`config.mk`:
```
export PLATFORM = sky130hd
export DESIGN_NAME = servo_pwm_multi
export DESIGN_NICKNAME = d
export VERILOG_FILES = /design/src/rtl/servo_pkg.sv /design/src/rtl/servo_pwm_chan.sv /design/src/rtl/servo_pwm_multi.sv
export SDC_FILE = /design/constraint.sdc
export NUM_CORES = 1
export LEC_CHECK = 0
export BUFFER_PORTS_ARGS = -buffer_cell sky130_fd_sc_hd__clkbuf_2
export CAP_MARGIN = 10
export CORE_ASPECT_RATIO = 0.8
export CORE_MARGIN = 8
export CORE_UTILIZATION = 40
export CTS_CLUSTER_DIAMETER = 80
export CTS_CLUSTER_SIZE = 40
export DETAILED_ROUTE_END_ITERATION = 6
export HOLD_SLACK_MARGIN = 0.05
export SYNTH_ARGS = -nofsm -noshare
export SYNTH_HDL_FRONTEND = slang
export SYNTH_SLANG_ARGS = --single-unit
```
`constraint.sdc`:
```
create_clock -name clk_i -period 2.15 [get_ports clk_i]
set_clock_uncertainty 0.05 [all_clocks]
set_input_delay 0.1075 -clock clk_i [delete_from_list [all_inputs] [get_ports clk_i]]
set_output_delay 0.1075 -clock clk_i [all_outputs]
set_load 0.005 [all_outputs]
```
`src/rtl/servo_pkg.sv`:
```
// Shared definitions for the multi-channel servo PWM generator:
// direction encodings and the direction-to-pulse-width decode.
package servo_pkg;

  typedef enum logic [1:0] {
    DIR_STOP = 2'b00,
    DIR_CCW  = 2'b01,
    DIR_CW   = 2'b10,
    DIR_RSVD = 2'b11
  } dir_e;

  // Reserved code falls through to stop; a disabled channel always gets zero.
  function automatic int unsigned decode_width(
    input logic        en,
    input logic [1:0]  dir,
    input logic        stop_pulse,
    input int unsigned t_stop,
    input int unsigned t_ccw,
    input int unsigned t_cw
  );
    int unsigned w;
    w = 32'd0;
    if (en) begin
      case (dir_e'(dir))
        DIR_CCW: w = t_ccw;
        DIR_CW:  w = t_cw;
        default: w = stop_pulse ? t_stop : 32'd0;
      endcase
    end
    return w;
  endfunction

endpackage

```
`src/rtl/servo_pwm_chan.sv`:
```
// One servo channel: latches its pulse width at the frame wrap and
// drives a registered compare of the shared frame counter.
module servo_pwm_chan
  import servo_pkg::*;
#(
  parameter int unsigned CNT_W = 16
) (
  input  logic             clk_i,
  input  logic             rst_ni,
  input  logic             wrap_i,
  input  logic [CNT_W-1:0] cnt_i,
  input  logic [CNT_W-1:0] width_i,
  output logic             servo_o
);

  logic [CNT_W-1:0] width_q, width_d;
  logic             servo_q, servo_d;

  // Width only moves at the wrap, so a frame's pulse is never truncated.
  always_comb begin
    width_d = width_q;
    servo_d = (cnt_i < width_q);
    if (wrap_i) begin
      width_d = width_i;
    end
  end

  always_ff @(posedge clk_i or negedge rst_ni) begin
    if (!rst_ni) begin
      width_q <= '0;
      servo_q <= 1'b0;
    end else begin
      width_q <= width_d;
      servo_q <= servo_d;
    end
  end

  assign servo_o = servo_q;

endmodule

```
`src/rtl/servo_pwm_multi.sv`:
```
// Multi-channel servo PWM generator: one shared tick-driven frame counter,
// per-channel direction decode sampled at the frame wrap.
module servo_pwm_multi #(
  parameter int unsigned N_CH       = 2,
  parameter int unsigned CNT_W      = 16,
  parameter int unsigned PERIOD     = 20000,
  parameter int unsigned T_STOP     = 1500,
  parameter int unsigned T_CCW      = 1520,
  parameter int unsigned T_CW       = 1480,
  parameter bit          STOP_PULSE = 1'b0
) (
  input  logic              clk_i,
  input  logic              rst_ni,
  input  logic              tick_i,
  input  logic [N_CH-1:0]   en_i,
  input  logic [2*N_CH-1:0] dir_i,
  output logic [N_CH-1:0]   servo_o,
  output logic              frame_start_o
);
  import servo_pkg::*;

  localparam logic [CNT_W-1:0] CNT_LAST = CNT_W'(PERIOD - 1);

  if ((PERIOD < 2) || (T_STOP >= PERIOD) || (T_CCW >= PERIOD) || (T_CW >= PERIOD) ||
      (64'(PERIOD) > (64'd1 << CNT_W))) begin : g_bad_params
    $error("servo_pwm_multi: illegal PERIOD/T_* parameters for CNT_W");
  end

  logic [CNT_W-1:0] cnt_q, cnt_d;
  logic             frame_start_q, frame_start_d;
  logic             wrap_c;

  // Counter advances only on tick; the wrap tick latches all channel widths.
  always_comb begin
    cnt_d         = cnt_q;
    frame_start_d = 1'b0;
    wrap_c        = 1'b0;
    if (tick_i) begin
      if (cnt_q == CNT_LAST) begin
        cnt_d         = '0;
        frame_start_d = 1'b1;
        wrap_c        = 1'b1;
      end else begin
        cnt_d = cnt_q + CNT_W'(1);
      end
    end
  end

  always_ff @(posedge clk_i or negedge rst_ni) begin
    if (!rst_ni) begin
      cnt_q         <= '0;
      frame_start_q <= 1'b0;
    end else begin
      cnt_q         <= cnt_d;
      frame_start_q <= frame_start_d;
    end
  end

  assign frame_start_o = frame_start_q;

  for (genvar g = 0; g < int'(N_CH); g++) begin : g_chan
    logic [CNT_W-1:0] width_c;

    assign width_c = CNT_W'(decode_width(en_i[g], dir_i[2*g +: 2], STOP_PULSE,
                                         T_STOP, T_CCW, T_CW));

    servo_pwm_chan #(
      .CNT_W (CNT_W)
    ) u_chan (
      .clk_i   (clk_i),
      .rst_ni  (rst_ni),
      .wrap_i  (wrap_c),
      .cnt_i   (cnt_q),
      .width_i (width_c),
      .servo_o (servo_o[g])
    );
  end

endmodule

```
### After elaboration in Yosys (flattened, before gate mapping)

Cells that the tools add are included.

| word-level totals | value |
|---|---|
| output and inout bits | 3 |
| input bits | 9 |
| bits in registers | 51 |
| word-level logic and storage cells | 21 |

| cells by class | value |
|---|---|
| muxes and demuxes | 7 |
| magnitude comparators | 2 |
| add/sub/neg operators | 1 |
| equality and inequality tests | 5 |

Operators with widths:

| kind | number |
|---|---|
| 11-bit case mux with 2 select lines | 2 |
| 16-bit < comparator | 2 |
| 11-bit two-way mux | 2 |
| 16-bit by 1-bit adder with 16-bit output (second input constant) | 1 |
| 16-bit by 15-bit equality test with 1-bit output (second input constant) | 1 |
| 16-bit two-way mux | 1 |
| 2-bit by 1-bit equality test with 1-bit output (second input constant) | 2 |
| 2-bit equality test (second input constant) | 2 |
| 1-bit two-way mux | 2 |

### Longest topological paths before layout

Gate-level depths: netlist (run 1).

| logic depth | value |
|---|---|
| depth after elaboration | 3 |
| mapped depth | 6 |
| mapped depth without buffers | 6 |

### Cells and area by module

A second synthesis (run 1) with hierarchy kept.

| second synthesis, totals | value |
|---|---|
| cells, all modules | 298 |
| area total of the unflattened synthesis | 2906.5 um^2 |

Modules (own cells, without submodules):

| module | sequential area each (um^2) | times used | cells an instance | area each (um^2) |
|---|---|---|---|---|
| servo_pwm_chan | 425.4 | 2 | 103 | 954.7 |
| servo_pwm_multi | 425.4 | 1 | 92 | 997.2 |

### Worst setup path before layout (run 1)

OpenSTA, ideal clock, no wires.

| path | value |
|---|---|
| path kind | reg-to-reg |
| start | register cnt_q[6] |
| end | register g_chan[0].u_chan.servo_q |
| setup time | 0.111 ns |
| stages on the path, launching flop included | 6 |
| buffers on the path | 0 |
| clock period less this slack | 1.706 ns |
| slack | 0.444 ns |
| arrival | 1.545 ns |
| required time | 1.989 ns |
| path through | dfrtp_1 ha_1 a21oi_1 nand2_1 a211o_1 a2111oi_2 |

| between the ends | value |
|---|---|
| longest elaborated chain between the ends | 1 |

RTL lines:

| what | line | RTL |
|---|---|---|
| from (decl) | servo_pwm_multi.sv:29 | `logic [CNT_W-1:0] cnt_q, cnt_d;` |
| from (signal assigned) | servo_pwm_multi.sv:54 | `cnt_q <= cnt_d;` |
| 16-bit < comparator | servo_pwm_chan.sv:22 | `servo_d = (cnt_i < width_q);` |
| net g_chan[0].u_chan.servo_d | servo_pwm_chan.sv:17 | `logic servo_q, servo_d;` |
| to (signal assigned) | servo_pwm_chan.sv:34 | `servo_q <= servo_d;` |
| to (decl) | servo_pwm_chan.sv:17 |  |

The timed path passes the listed nets, and every way through them passes these cells.
A chain may end at the register's enable or synchronous reset.

### Worst setup path after layout (run 1)

Ends and elaborated chain as after synthesis.

==> results of run 1 <==
power groups by stage:
stage / clock, mW / combinational (mW) / sequential (mW)
finish: 0.291 / 0.193 / 0.582
floorplan: 0 / 0.158 / 0.567
CTS: 0.299 / 0.196 / 0.581
global placement: 0 / 0.182 / 0.590
detailed placement: 0 / 0.189 / 0.589
global route: 0.317 / 0.225 / 0.591
logic make-up after synthesis:
group | after synthesis | synth area share (%)
AND/OR/NAND/NOR | 52 | 20.0
XOR/XNOR | 14 | 7.93
flip-flops | 25 | 40.5
multiplexers | 5 | 3.24
adder cells (fa/ha/maj) | 17 | 13.8
buffers and inverters | 19 | 6.72
AO/OA/AOI/OAI | 16 | 7.93
registers in the layout (all words and copies together), names as in the netlist:
| signal | flops |
|---|---|
| cnt_q | 16 |
| g_chan.u_chan.servo_o | 2 |
| frame_start_o | 1 |
| g_chan.u_chan.width_q | 6 |
area by class of cell:
| cell class | instances | area [µm²] | area share (%) |
|---|---|---|---|
| Timing Repair Buffer | 16 | 103 | 6.08 |
| Inverter | 11 | 41.3 | 2.45 |
| Tap cell | 44 | 55.1 | 3.26 |
| Multi-Input combinational cell | 104 | 817 | 48.4 |
| Clock buffer | 4 | 45.0 | 2.67 |
| Sequential cell | 25 | 626 | 37.1 |
Yosys cell counts:
master / number
sky130_fd_sc_hd__nor3b_1: 1
sky130_fd_sc_hd__mux2i_1: 5
sky130_fd_sc_hd__ha_1: 17
sky130_fd_sc_hd__a2111oi_2: 2
sky130_fd_sc_hd__dfrtp_1: 25
sky130_fd_sc_hd__inv_1: 11
sky130_fd_sc_hd__o22ai_1: 1
sky130_fd_sc_hd__nor2_1: 11
sky130_fd_sc_hd__o31ai_1: 2
sky130_fd_sc_hd__nand3_1: 4
sky130_fd_sc_hd__nand2b_1: 2
sky130_fd_sc_hd__buf_2: 2
sky130_fd_sc_hd__xor2_1: 8
sky130_fd_sc_hd__buf_6: 2
sky130_fd_sc_hd__nand4_1: 7
sky130_fd_sc_hd__nor3_2: 1
sky130_fd_sc_hd__o21a_1: 1
sky130_fd_sc_hd__a21oi_1: 3
sky130_fd_sc_hd__a211o_1: 1
sky130_fd_sc_hd__and4_2: 2
sky130_fd_sc_hd__and3_1: 5
sky130_fd_sc_hd__a211oi_2: 1
sky130_fd_sc_hd__nor3_1: 2
sky130_fd_sc_hd__nand2_1: 12
sky130_fd_sc_hd__and4_1: 1
sky130_fd_sc_hd__nand4_4: 1
sky130_fd_sc_hd__nand2b_4: 1
sky130_fd_sc_hd__o211ai_1: 1
sky130_fd_sc_hd__xnor2_1: 6
sky130_fd_sc_hd__o21ai_1: 1
sky130_fd_sc_hd__nor2_4: 1
sky130_fd_sc_hd__o21ai_0: 3
sky130_fd_sc_hd__and4bb_2: 1
sky130_fd_sc_hd__buf_4: 4
worst max path at each step:
stage | from | end | cells after the start
6_report | cnt_q[6] | g_chan[0].u_chan.servo_o | 5
5_1_grt | cnt_q[6] | g_chan[0].u_chan.servo_o | 5
4_1_cts | cnt_q[6] | g_chan[0].u_chan.servo_o | 5
3_5_place_dp | cnt_q[6] | g_chan[0].u_chan.servo_o | 5
3_3_place_gp | cnt_q[6] | g_chan[0].u_chan.servo_o | 5
2_1_floorplan | cnt_q[6] | g_chan[0].u_chan.servo_o | 5
stage by stage:
stage	std cells	power [mW]	hold slack (ns)	worst slack, ns	util, %
final	204	1.07	0.173	0.270	44.9
after floorplan	148	0.724	-0.238	0.444	-
after detailed placement	196	0.779	0.117	0.303	42.7
after CTS	204	1.08	0.171	0.275	44.9
after global routing	204	1.13	0.204	0.223	44.9
after global placement	196	0.772	0.121	0.392	42.7
worst max-delay path: cells and delay by family, from the launching register on:
family          cells  cell delay [ns]
compound gates      3             0.84
flops               1             0.45
fa+ha+maj           1             0.35
simple gates        1             0.07
per-layer routing:
| metal | track usage (%) | up-vias | wire, µm |
|---|---|---|---|
| met3 | 3.43 | 4 | 116 |
| met2 | 16.9 | 20 | 1310 |
| met5 | 0 | - | 0 |
| met1 | 13.8 | 504 | 1500 |
| li1 | - | 534 | - |
| met4 | 3.10 | 0 | 36 |
timing repair:
item                                   in CTS  in global routing
hold buffers                                4                  0
buffers inserted                            0                  0
endpoints found under the hold margin      31                  0
resized for setup                           0                  0
==> impl.org, run 1 <==
** Setup path
- Traced cell by cell, the critical path runs through ha_1 -> a21oi_1 -> nand2_1 -> a211o_1 -> a2111oi_2.
- Critical path required time :: 2.26 ns
- For this run, the slowest stage of the critical path takes 0.45 ns.
- The worst register-to-register path begins at cnt_q[6].
- The endpoint identified for the worst register-to-register timing path is g_chan[0].u_chan.servo_o.
- STA classifies the critical path startpoint as a register.
- Critical path capture point type :: register
- Counting cells, the worst reg-to-reg path comes to 5.
- Arr. time, crit path :: ~2 ns
- Class of the most critical setup path :: register to register
- The slowest stage of the critical path belongs to the cell sky130_fd_sc_hd__dfrtp_1.
- FF-to-FF setup slack :: 0.27 ns
- Maximum fanout along the worst path :: 6

** Floorplanning
- Initial standard-cell utilization of the core :: 41.2%
- The floorplan has 20 rows.
- Floorplan die area :: 6120 µm²
- Height of the chip :: 71.6 µm
- The region available for standard cell placement spans 3750 µm².
- 12 I/O pins were placed.
- In this run the horizontal extent of the chip is between 80 and 90 µm.

** Place
- Placed Area :: 1600 µm²
- DPL Wire Length :: approximately 2200 µm
- At the end of routability-driven placement, the weighted congestion stood at 0.778.
- During placement, the flow inserted port buffers numbering 11.

** Routing
- Antenna Nets Post-Route :: 0
- For this run, design rule violations remaining after detail routing come to 0.
- Total wire length after detailed routing :: 2970 µm
- Detailed routing inserted a total of 1062 vias.
- Routed via count divided by cell count :: 5.21
- Count of routing violations after the opening detailed-route iteration :: 57
- The first detailed-routing pass took 4 iterations.
- Average wire per standard cell :: 14.6 µm

** Synth
- For this run, the number of Yosys warnings is 0.
- Gate count after technology mapping :: 148
- After synthesis, the netlist uses 34 different library cells.
- Post-synthesis instance area :: 1550 µm²
- Sequential cells were found to cover a little over 40% of the synthesized design area.
- Share of the synthesized area in the top cell type :: 40.5%
- Mapped Nets :: 174
- Cell type contributing the most total cell area after synthesis :: sky130_fd_sc_hd__dfrtp_1
- Number of synthesized register bits :: 25
- Biggest area contributors in the synthesized netlist :: sky130_fd_sc_hd__dfrtp_1 40%, sky130_fd_sc_hd__ha_1 14%, sky130_fd_sc_hd__xor2_1 4.5%, sky130_fd_sc_hd__xnor2_1 3.4%, sky130_fd_sc_hd__mux2i_1 3.2%
- Mean instance size in the synthesized netlist :: roughly 10 µm²

** Final layout
- The net count of the finished layout is 187.
- Relative to the synthesized area, the layout overhead comes to 9.06%.
- Post-route design area :: 1690 µm²
- 0 antenna diodes ended up in the layout.
- Layout cell share with drive strength beyond 1 :: 15.6%
- Highest-count cells in the layout ignoring fill and taps :: 25 x sky130_fd_sc_hd__dfrtp_1, 17 x sky130_fd_sc_hd__ha_1, 12 x sky130_fd_sc_hd__nand2_1
- Counting the fill cells in the layout gives 363.
- The library cell used most frequently in the layout, excluding fill and tap cells, is sky130_fd_sc_hd__dfrtp_1.

** Power
- Share of total power in the clock network :: 27.3%
- Fraction of power spent switching nets :: 29.9%
- Max rail drop VDD :: between 300 and 400 µV
- Of the total power, registers draw 54.6%.
- For this design the ratio of total power to cell area is 632 nW/µm².
- Switching component of the power :: 0.319 mW
- Comb power frac :: 18.1%
- Cell Int Power :: 0.747 mW
- Leakage power total :: 0.861 nW

** Timing
- Setup repair after global routing left no endpoint under its margin.
- The clock period could shrink to 1.88 ns.
- Period utilisation layout :: slightly below 90%
- Setup violations remaining at the end of the flow were counted as 0.
- At the pin with the least slew margin, the transition time is 0.651 ns.
- In this run the tightest slew margin relative to its limit is 56.6%.
- The final count of pins violating max slew was 0.
- For the final routed database, the setup TNS stands at 0 ns.
- Derived from the worst setup path, the maximum achievable clock frequency is between 500 and 600 MHz.
- The total count of hold-check failures in the final report came to 0.

** Global routing
- Pin count of the biggest net entering global routing :: 26
- First-pass GRT wire length :: about 5300 µm
- Global-route total usage across every layer :: roughly 11%
- Antenna violations before repair :: 0
- Total gr overflow :: 0
- Via count of the first global-routing pass :: about 1100

** Clock tree
- Clock latency at the later pin of the worst-skew pair :: 0.27 ns
- Maximum level of the CTS H-tree :: 1
- Clock-pin slew was measured on the worst setup and hold paths at 0.09 ns.
- The tree is rooted in a sky130_fd_sc_hd__clkbuf_8.
- Clock tree from TritonCTS :: yes
- The number of clock buffers added by TritonCTS is 3.
- Sinks on Clock Net :: 25
- Counting along the longest clock path gives a buffer depth of 2.

** Run status
- The flow ran to the end, and the final reports show no timing, DRC or antenna violations.

** Worst hold path
- Destination of the worst hold path :: g_chan[1].u_chan.width_q[8]
- Hold path cells :: 4
- Start point of the worst hold path :: dir_i[3]
- The min-delay analysis places its worst path in the category input port to register.

** Run
- Max-cap viol count :: 0
(Power assumes the default switching activity.)
==> inputs of run 2 (changes only) <==
--- a/config.mk
+++ b/config.mk
@@ -14,6 +14,7 @@
 export CTS_CLUSTER_SIZE = 40
 export DETAILED_ROUTE_END_ITERATION = 6
 export HOLD_SLACK_MARGIN = 0.05
+export RECOVER_POWER = 50
 export SYNTH_ARGS = -nofsm -noshare
 export SYNTH_HDL_FRONTEND = slang
 export SYNTH_SLANG_ARGS = --single-unit
==> run 2 against run 1 <==
Hold slack did not move. Clock power barely moved. Die area unchanged. Combinational power about the same. Critical endpoint unchanged. Largest power group unchanged. Sequential power is essentially flat.
==> impl.org, run 2 (synthesis results as in run 1) <==
** Final layout
- Number of nets in the layout :: 187
- Layout-stage area growth over the synthesis result :: 8.82%
- The multi-input combinational cells in the finished layout cover a total of 817 µm².
- Max FFs per register :: 16
- The finished cells cover between 1500 and 2000 µm².
- Counting flops per register, the top entry is cnt_q.
- FF/Latch Area :: 626 µm²
- Layout cell share with drive strength beyond 1 :: 13.8%
- Number of inserted diodes :: 0
- Counting the fill cells in the layout gives 366.
- Leading cell type in the layout, fill and taps excluded :: sky130_fd_sc_hd__dfrtp_1
- The library cells used most frequently in the layout, excluding fill and tap cells, are 25 x sky130_fd_sc_hd__dfrtp_1, 17 x sky130_fd_sc_hd__ha_1, 12 x sky130_fd_sc_hd__nand2_1, 11 x sky130_fd_sc_hd__inv_1, 11 x sky130_fd_sc_hd__nor2_1.

** Setup path
- Of all nets on the critical path, the largest fanout is 6.
- Class of the most critical setup path :: register to register
- Critical Path Source Type :: register
- Data arrives at the worst endpoint at 1.99 ns.
- Critical path capture point type :: register
- STA puts the critical path data required time at 2.26 ns.

** Place
- At the end of routability-driven placement, the weighted congestion stood at 0.778.
- Count of port buffers added during placement :: 11
- DPL Wire Length :: 2220 µm
- Placed Area :: 1600 µm²

** Timing
- Measured against its own limit, the worst slew margin works out to between 6 and 7%.
- Hold timing on the final database bottoms out at a slack of approximately 0.17 ns.
- The total count of hold-check failures in the final report was 0.
- The clock period could shrink to 1.88 ns.
- At the pin with the least slew margin, the transition time is 1.41 ns.
- Unrepaired setup endpoints after global routing :: no
- After routing, the total negative slack on setup checks comes to 0 ns.
- Dividing the final minimum period by the clock period gives 87.4%.
- Final-report setup violation count :: 0
- Number of max-slew violations in the final report :: 0
- Static timing analysis puts the maximum clock frequency at around 530 MHz.

** Routing
- Average wire per standard cell :: around 15 µm
- In this run the remaining antenna-violating nets after routing total 0.
- Using the TritonRoute via totals, the vias-per-cell ratio works out to ~5.2.
- The first detailed-routing pass ran for 4 iterations.
- Remaining DRCs :: 0
- Total wire length after detailed routing :: 2970 µm
- The routed layout has 1062 vias.
- In this run, the number of DRC markers left after iteration 0 of detailed routing was 57.

** Power
- The analysis attributes to cell leakage a power of 0.853 nW.
- Max rail drop VDD :: 377 µV
- Power density over cell area :: 633 nW/µm²

** Floorplanning
- Initial standard-cell utilization of the core :: 41.2%
- Floorplan die area :: 6120 µm²
- Height of the chip :: 71.6 µm
- The initialized floorplan defines 20 standard-cell rows.
- Pin placement for this block handled 12 I/O pins.
- Chip Width :: 85.5 µm
- Core region area :: 3750 µm²

** Clock tree
- Sinks on Clock Net :: 25
- The clock reaches the later pin of the worst-skew pair after approximately 0.27 ns.
- The longest clock path from root to sink contains 2 buffers.
- TritonCTS built the clock tree.
- Num CTS Buffers :: 3
- Once the clock tree was built, the setup fixing pass inserted 0 buffers.
- Clock-pin slew was measured on the worst setup and hold paths at roughly 0.090 ns.
- In this run the number of H-tree levels came out at 1.
- The tree is rooted in a sky130_fd_sc_hd__clkbuf_8.

** Global routing
- Via count of the first global-routing pass :: ~1100
- The number of antenna violations at the first check in global routing was 0.
- The first global-routing pass estimated 5260 µm of wire.
- Total gr overflow :: 0
- Global routing consumed, over all layers together, 10.8% of the routing resources.
- Entering global routing, the biggest net connects 26 pins.

** Run
- Across the run, the number of max-cap violations was 0.

** Run status
- Status :: finished clean

** Worst hold path
- In this run the worst hold path is classified as input port to register.
[run 2: cell types whose count changed in the layout (fill, tap and decap cells not counted)]
cell,delta
sky130_fd_sc_hd__clkbuf_2,-3
sky130_fd_sc_hd__clkbuf_1,+3
[run 2: timing repair]
item                                   4_1_cts  5_1_grt
endpoints found under the hold margin       31        0
resized for setup                            0        0
hold buffers                                 4        0
setup endpoints to repair                    0        0
[run 2: final timing paths]
path | from | cells past startpoint | endpoint | slack (ns)
max | cnt_q[6] | 5 | g_chan[0].u_chan.servo_o | 0.27
min | dir_i[3] | 4 | g_chan[1].u_chan.width_q[8] | 0.17
max reg2reg | cnt_q[6] | 5 | g_chan[0].u_chan.servo_o | 0.27
min reg2reg | cnt_q[15] | 1 | cnt_q[15] | 0.44
max in group asynchronous | rst_ni | 2 | cnt_q[0] | 0.59
min in group asynchronous | rst_ni | 2 | frame_start_o | 0.63
[run 2: worst max-delay path, stage by stage, from the launching register on]
cell	delay, ns
sky130_fd_sc_hd__dfrtp_1	0.45
sky130_fd_sc_hd__ha_1	0.35
sky130_fd_sc_hd__a21oi_1	0.16
sky130_fd_sc_hd__nand2_1	0.07
sky130_fd_sc_hd__a211o_1	0.30
sky130_fd_sc_hd__a2111oi_2	0.38
[run 2: cell type report]
| cell class | count | share of cell area, % |
|---|---|---|
| flip-flops and latches | 25 | 37.2 |
| multi-input cells | 104 | 48.6 |
| well taps | 44 | 3.27 |
| repair buffers | 16 | 5.87 |
| inverters | 11 | 2.45 |
| clock buffers | 4 | 2.68 |
[run 2: metal layers]
layer,wire [µm],track usage (%)
met1,1500,13.8
met2,1310,16.9
met3,117,3.43
met4,36,3.10
met5,0,0
[run 2: power by group]
part | total, mW | leakage, nW | switching (mW) | internal [mW]
clock | 0.291 | 0.0228 | 0.158 | 0.133
combinational | 0.192 | 0.523 | 0.0930 | 0.0994
sequential | 0.582 | 0.307 | 0.0678 | 0.515
total | 1.07 | 0.853 | 0.319 | 0.747
[run 2: stage by stage]
step,setup WS [ns],cells,util (%),total power [mW]
finish,0.270,204,44.8,1.07
global route,0.223,204,44.8,1.13
CTS,0.275,204,44.9,1.08
detailed placement,0.303,196,42.7,0.779
global placement,0.392,196,42.7,0.772
floorplan,0.444,148,-,0.724
